## config.mk

```make
export PLATFORM = sky130hd
export DESIGN_NAME = sub_9bit_signed_stream_flat
export DESIGN_NICKNAME = d
export VERILOG_FILES = /design/src/rtl/sub_9bit_signed_stream_if.sv /design/src/rtl/sub_9bit_signed_stream.sv /design/src/flat_wrapper.sv
export SDC_FILE = /design/constraint.sdc
export NUM_CORES = 1
export LEC_CHECK = 0
export CAP_MARGIN = 20
export CORE_MARGIN = 3
export CORE_UTILIZATION = 40
export DETAILED_ROUTE_END_ITERATION = 12
export GPL_TIMING_DRIVEN = 0
export PLACE_DENSITY = 0.65
export SETUP_SLACK_MARGIN = 0.2
export SYNTH_ARGS = -nofsm -noshare
export SYNTH_HDL_FRONTEND = slang
export SYNTH_SLANG_ARGS = --single-unit
```

## constraint.sdc

```tcl
create_clock -name clock -period 3.36 [get_ports clock]
set_input_delay 0.84 -clock clock [delete_from_list [all_inputs] [get_ports clock]]
set_output_delay 0.84 -clock clock [all_outputs]
set_load 0.02 [all_outputs]
```

## src/rtl/sub_9bit_signed_stream_if.sv

```systemverilog
// Handshake bundle for the streaming signed subtractor: operand pair in, result/overflow out.
interface sub_9bit_signed_stream_if #(
  parameter int WIDTH = 9
);
  logic             in_valid;
  logic             in_ready;
  logic [WIDTH-1:0] dataa;
  logic [WIDTH-1:0] datab;
  logic             out_valid;
  logic             out_ready;
  logic [WIDTH-1:0] result;
  logic             overflow;
  logic [15:0]      ovf_count;

  modport master (
    output in_valid, dataa, datab, out_ready,
    input  in_ready, out_valid, result, overflow, ovf_count
  );

  modport slave (
    input  in_valid, dataa, datab, out_ready,
    output in_ready, out_valid, result, overflow, ovf_count
  );
endinterface

```

## src/rtl/sub_9bit_signed_stream.sv

```systemverilog
// Streaming two's-complement subtractor (dataa - datab): operand register, difference register,
// then a show-ahead output FIFO. Input acceptance is credit based so nothing ever stalls internally.
module sub_9bit_signed_stream #(
  parameter int WIDTH      = 9,
  parameter int FIFO_DEPTH = 4,
  parameter bit SATURATE   = 1'b1
) (
  input  logic clock,
  input  logic reset,
  sub_9bit_signed_stream_if.slave bus
);
  localparam int PW = $clog2(FIFO_DEPTH);
  localparam int CW = PW + 1;

  typedef struct packed {
    logic [WIDTH-1:0] result;
    logic             overflow;
  } entry_t;

  // Stage 1: captured operands
  logic             s1_valid;
  logic [WIDTH-1:0] s1_a;
  logic [WIDTH-1:0] s1_b;

  // Stage 2: computed difference waiting to enter the FIFO
  logic             s2_valid;
  entry_t           s2_entry;

  entry_t           mem [FIFO_DEPTH];
  logic [PW-1:0]    wr_ptr;
  logic [PW-1:0]    rd_ptr;
  logic [CW-1:0]    count;
  logic [15:0]      ovf_cnt;

  logic             accept;
  logic             pop;
  logic             push;
  logic             out_valid;
  logic [CW:0]      used;
  logic             in_ready;
  logic [WIDTH:0]   diff;
  entry_t           d_entry;

  // Every entry already in the pipeline holds a FIFO slot, so a full FIFO can never be pushed.
  assign used      = {1'b0, count} + (CW+1)'(s1_valid) + (CW+1)'(s2_valid);
  assign in_ready  = used < (CW+1)'(FIFO_DEPTH);
  assign accept    = bus.in_valid & in_ready;
  assign out_valid = count != '0;
  assign pop       = out_valid & bus.out_ready;
  assign push      = s2_valid;

  always_comb begin
    // NOTE: every signal assigned here gets a default first, so no path can infer a latch.
    d_entry          = '0;
    diff             = {s1_a[WIDTH-1], s1_a} - {s1_b[WIDTH-1], s1_b};
    d_entry.overflow = diff[WIDTH] ^ diff[WIDTH-1];
    d_entry.result   = diff[WIDTH-1:0];
    if (SATURATE && d_entry.overflow) begin
      // Sign of the wide difference tells which rail was crossed.
      d_entry.result = diff[WIDTH] ? {1'b1, {(WIDTH-1){1'b0}}} : {1'b0, {(WIDTH-1){1'b1}}};
    end
  end

  // NOTE: state uses non-blocking assignments so every register samples pre-edge values.
  always_ff @(posedge clock) begin
    if (reset) begin
      s1_valid <= 1'b0;
      s2_valid <= 1'b0;
      wr_ptr   <= '0;
      rd_ptr   <= '0;
      count    <= '0;
      ovf_cnt  <= '0;
    end else begin
      s1_valid <= accept;
      s2_valid <= s1_valid;
      if (push) wr_ptr <= wr_ptr + 1'b1;
      if (pop)  rd_ptr <= rd_ptr + 1'b1;
      case ({push, pop})
        2'b10:   count <= count + 1'b1;
        2'b01:   count <= count - 1'b1;
        default: count <= count;
      endcase
      if (push && s2_entry.overflow && ovf_cnt != 16'hFFFF) ovf_cnt <= ovf_cnt + 16'd1;
    end
  end

  // NOTE: datapath registers and FIFO storage carry no reset; the valid bits and count gate them.
  always_ff @(posedge clock) begin
    if (accept) begin
      s1_a <= bus.dataa;
      s1_b <= bus.datab;
    end
    if (s1_valid) s2_entry <= d_entry;
    if (push)     mem[wr_ptr] <= s2_entry;
  end

  assign bus.in_ready  = in_ready;
  assign bus.out_valid = out_valid;
  assign bus.result    = out_valid ? mem[rd_ptr].result : '0;
  assign bus.overflow  = out_valid ? mem[rd_ptr].overflow : 1'b0;
  assign bus.ovf_count = ovf_cnt;
endmodule

```

## src/flat_wrapper.sv

```systemverilog
// flat-port wrapper written by rule: the top's interface ports become plain ports
module sub_9bit_signed_stream_flat 
#(
  parameter int WIDTH      = 9,
  parameter int FIFO_DEPTH = 4,
  parameter bit SATURATE   = 1'b1
)
  (clock, reset, bus_in_valid, bus_dataa, bus_datab, bus_out_ready, bus_in_ready, bus_out_valid, bus_result, bus_overflow, bus_ovf_count);
  sub_9bit_signed_stream_if #(.WIDTH(WIDTH)) bus_i ();
  input  logic clock;
  input  logic reset;
  input wire logic [$bits(bus_i.in_valid)-1:0] bus_in_valid;
  input wire logic [$bits(bus_i.dataa)-1:0] bus_dataa;
  input wire logic [$bits(bus_i.datab)-1:0] bus_datab;
  input wire logic [$bits(bus_i.out_ready)-1:0] bus_out_ready;
  output wire logic [$bits(bus_i.in_ready)-1:0] bus_in_ready;
  output wire logic [$bits(bus_i.out_valid)-1:0] bus_out_valid;
  output wire logic [$bits(bus_i.result)-1:0] bus_result;
  output wire logic [$bits(bus_i.overflow)-1:0] bus_overflow;
  output wire logic [$bits(bus_i.ovf_count)-1:0] bus_ovf_count;
  assign bus_i.in_valid = bus_in_valid;
  assign bus_i.dataa = bus_dataa;
  assign bus_i.datab = bus_datab;
  assign bus_i.out_ready = bus_out_ready;
  assign bus_in_ready = bus_i.in_ready;
  assign bus_out_valid = bus_i.out_valid;
  assign bus_result = bus_i.result;
  assign bus_overflow = bus_i.overflow;
  assign bus_ovf_count = bus_i.ovf_count;
  sub_9bit_signed_stream #(.WIDTH(WIDTH), .FIFO_DEPTH(FIFO_DEPTH), .SATURATE(SATURATE)) u_core (.clock(clock), .reset(reset), .bus(bus_i));
endmodule
```

==> results.sh, run 1 <==
export IMPL_power_frac_comb=0.263
export IMPL_use_met1=0.174
export IMPL_synth_warnings=0
export IMPL_worst_pin_slew_ns=0.811
export IMPL_grt_max_degree=20
export IMPL_max_clock_freq_mhz=335
export IMPL_synth_seq_cells=95
export IMPL_ys_seq_area_frac=0.614
export IMPL_num_vias=2554
export IMPL_clk_latency_ns=0.36
export IMPL_avgSynthCellArea_um2=13.4
export IMPL_start_kind="register"
export IMPL_p_int_uw=2030
export IMPL_skew_ns=0.0156
export IMPL_drt_wl_total_mm=7.01
export IMPL_cp_data_arrival_time_ns=2.15
export IMPL_status="finished clean"
export IMPL_cts_sinks=95
export IMPL_hold_buffers=0
export IMPL_post_drt_via_cell_ratio=5.00
export IMPL_maxSlewHeadroom=0.460
export IMPL_sw_frac_of_total=0.290
export IMPL_ir_worst_vdd_mv=0.284
export IMPL_cts_made_buffers=9
export IMPL_setup_worst_path_class="reg -> out"
export IMPL_synth_cells=314
export IMPL_fin_crit_sh=0.889
export IMPL_grt_busiest_layer="met2"
export IMPL_share_seq_of_total_power=0.496
export IMPL_synth_top_flop_cell="edfxtp_1"
export IMPL_grt_pass1_vias=2414
export IMPL_syn_area_um2=4210
export IMPL_synth_most_common_cell="edfxtp_1"
export IMPL_grt_ovfl_total=0
export IMPL_max_stage_delay_ns=0.53
export IMPL_cp_slowest_cell="mux4_2"
export IMPL_leakage_uw=0.00177
export IMPL_endpoint_kind="output port"
export IMPL_drive_above_1_share=0.106
export IMPL_wl_per_cell_um=13.7
export IMPL_powerDensity_nw_per_um2=567
export IMPL_min_period_ns=2.99
export IMPL_drtPass1Iterations=4
export IMPL_die_h_um=109
export IMPL_area_growth_pct=19.8
export IMPL_slew_violations=0
export IMPL_cts_buffer_depth=2
export IMPL_r2r_start="u_core.s1_a[0]"
export IMPL_drv_cap=0
export IMPL_synth_area_leaders="edfxtp_1 (49%), dfxtp_1 (13%), mux4_2 (5.4%)"
export IMPL_route_detailed_drc=0
export IMPL_io_buffers=48
export IMPL_grt_met2_usage=0.192
export IMPL_required_ns=2.52
export IMPL_gp_congestion=0.754
export IMPL_crit_fanout=10
export IMPL_synth_enable_flop_cells=68
export IMPL_die_w_um=109
export IMPL_io_pins=50
export IMPL_hold_path_class="reg -> reg"
export IMPL_h_tree_depth=3
export IMPL_coreArea_um2=10000
export IMPL_track_usage=0.128
export IMPL_p_sw_uw=829
export IMPL_nNetsFinal=413
export IMPL_dpl_hpwl_mm=4.98
export IMPL_grt_pass1_wl_mm=11.5
export IMPL_dieArea_um2=11800
export IMPL_grtUsageMet3=0.0394
export IMPL_clkPwrFrac=0.240
export IMPL_cts_root_buf="clkbuf_8"
export IMPL_synth_largest_area_cell="edfxtp_1"
export IMPL_final_core_util=0.504
export IMPL_rsz0062_at_grt="false"
export IMPL_clkTransAtPathRegs_ns=0.09
export IMPL_syn_nets=354
export IMPL_hold_start="u_core.s2_entry[6]"
export IMPL_n_antenna_cell=0
export IMPL_path_cells="buf_4 > mux4_2 > and2_1 > clkdlybuf4s50_1"
export IMPL_setup_tns_final_ns=0
export IMPL_synth_cell_types=45
export IMPL_async_flop_share=0
export IMPL_synth_top_area_share=0.485
export IMPL_cts_tree="done"
export IMPL_antenna_left=0
export IMPL_ys_top_cells_by_count="edfxtp_1 (68), nor2_1 (29), dfxtp_1 (27)"
export IMPL_report_final_hold_viol_count=0
export IMPL_setup_viol=0
export IMPL_drtIter0Drc=110
export IMPL_start_util=0.421
export IMPL_rows=36
export IMPL_antenna_found_initial=0
## worst max-delay path: cells and delay by family, from the launching register on
kind                   cells  cell delay (ns)
AND/OR/NAND/NOR            1             0.17
multiplexers               1             0.53
buffers and inverters      2             0.76
flip-flops                 1             0.33
## routing by layer
layer | up-vias | routed length [um]
met2 | 72 | 3310
met4 | 0 | 114
li1 | 1265 | -
met5 | - | 0
met3 | 7 | 348
met1 | 1210 | 3240
## area by class of cell
cell class | instances | area (um2)
Clock buffer | 10 | 138
Inverter | 19 | 71.3
Buffer | 8 | 37.5
Timing Repair Buffer | 48 | 480
Fill cell | 899 | 4960
Multi-Input combinational cell | 192 | 1520
Clock inverter | 6 | 42.5
Tap cell | 133 | 166
Sequential cell | 95 | 2580
## worst paths after layout
path	end	slack [ns]	cells after the start
setup / recovery	bus_result[5]	0.37	4
hold reg to reg	u_core.mem[2][6]	0.48	0
hold / removal	u_core.mem[2][6]	0.48	0
setup reg to reg	u_core.s2_entry[3]	0.80	9
## flip-flops by register name (all words and copies together), names as in the netlist, 2 cells and up, named ones only
signal                cells
u_core.s1_a               9
u_core.bus.ovf_count     16
u_core.s2_entry          10
u_core.mem               40
u_core.wr_ptr             2
u_core.count              3
u_core.rd_ptr             2
u_core.s1_b               9
## stage by stage
stage               cells  area, um2  setup WS [ns]  power, uW  hold WS, ns
global route          511       5040          0.216       3020        0.512
global placement      495       4850          0.550       2180        0.478
CTS                   511       5040          0.301       2900        0.499
floorplan             314       4210          0.944       1950        0.459
finish                511       5040          0.374       2860        0.485
detailed placement    495       4850          0.522       2200        0.489
## repair_timing
action,in CTS,in global routing
setup endpoints to repair,4,0
buffers inserted,0,0
resized for setup,2,0
## power groups by stage
| stage | clock (uW) | combinational (uW) | sequential, uW |
|---|---|---|---|
| CTS | 715 | 762 | 1420 |
| finish | 686 | 752 | 1420 |
| global placement | 0 | 743 | 1440 |
| detailed placement | 0 | 756 | 1450 |
| global route | 766 | 828 | 1430 |
| floorplan | 0 | 519 | 1430 |
## kinds of logic (layout without fill, tap and decap cells)
| logic type | Yosys count | in the layout | synth area share |
|---|---|---|---|
| mux | 12 | 12 | 0.0583 |
| compound gates | 45 | 45 | 0.0785 |
| simple gates | 94 | 94 | 0.119 |
| xor+xnor | 22 | 22 | 0.0458 |
| fa+ha+maj | 19 | 19 | 0.0598 |
| buf+inv | 27 | 91 | 0.0250 |
| flops | 95 | 95 | 0.614 |
## cells in the final DEF, fill, tap and decap left out, types with 3 or more instances in the layout
cell type,n
inv_1,19
buf_2,3
o211ai_1,6
nor2_1,29
xnor2_1,7
xor2_1,15
nand2_1,11
nand4_1,4
and3_1,6
ha_1,16
a21oi_1,14
and2_1,18
o21ai_1,5
and4_1,4
mux4_2,10
nor3_1,4
edfxtp_1,68
dfxtp_1,27
nand3_1,5
nor2b_1,5
clkbuf_8,10
clkdlybuf4s50_1,48
o21ai_0,3
clkbuf_1,4
a211oi_1,3
(Power assumes the default switching activity.)
==> inputs of run 2 (changes only) <==
Settings changed: SKIP_LAST_GASP set to 1.
==> results of run 2 <==
The final DEF is identical to that of run 1; final timing and power are the same.
==> inputs of run 3 (changes only) <==
Settings changed: SLEW_MARGIN set to 25.
==> results of run 3 <==
The final DEF is identical to that of run 1; final timing and power are the same.
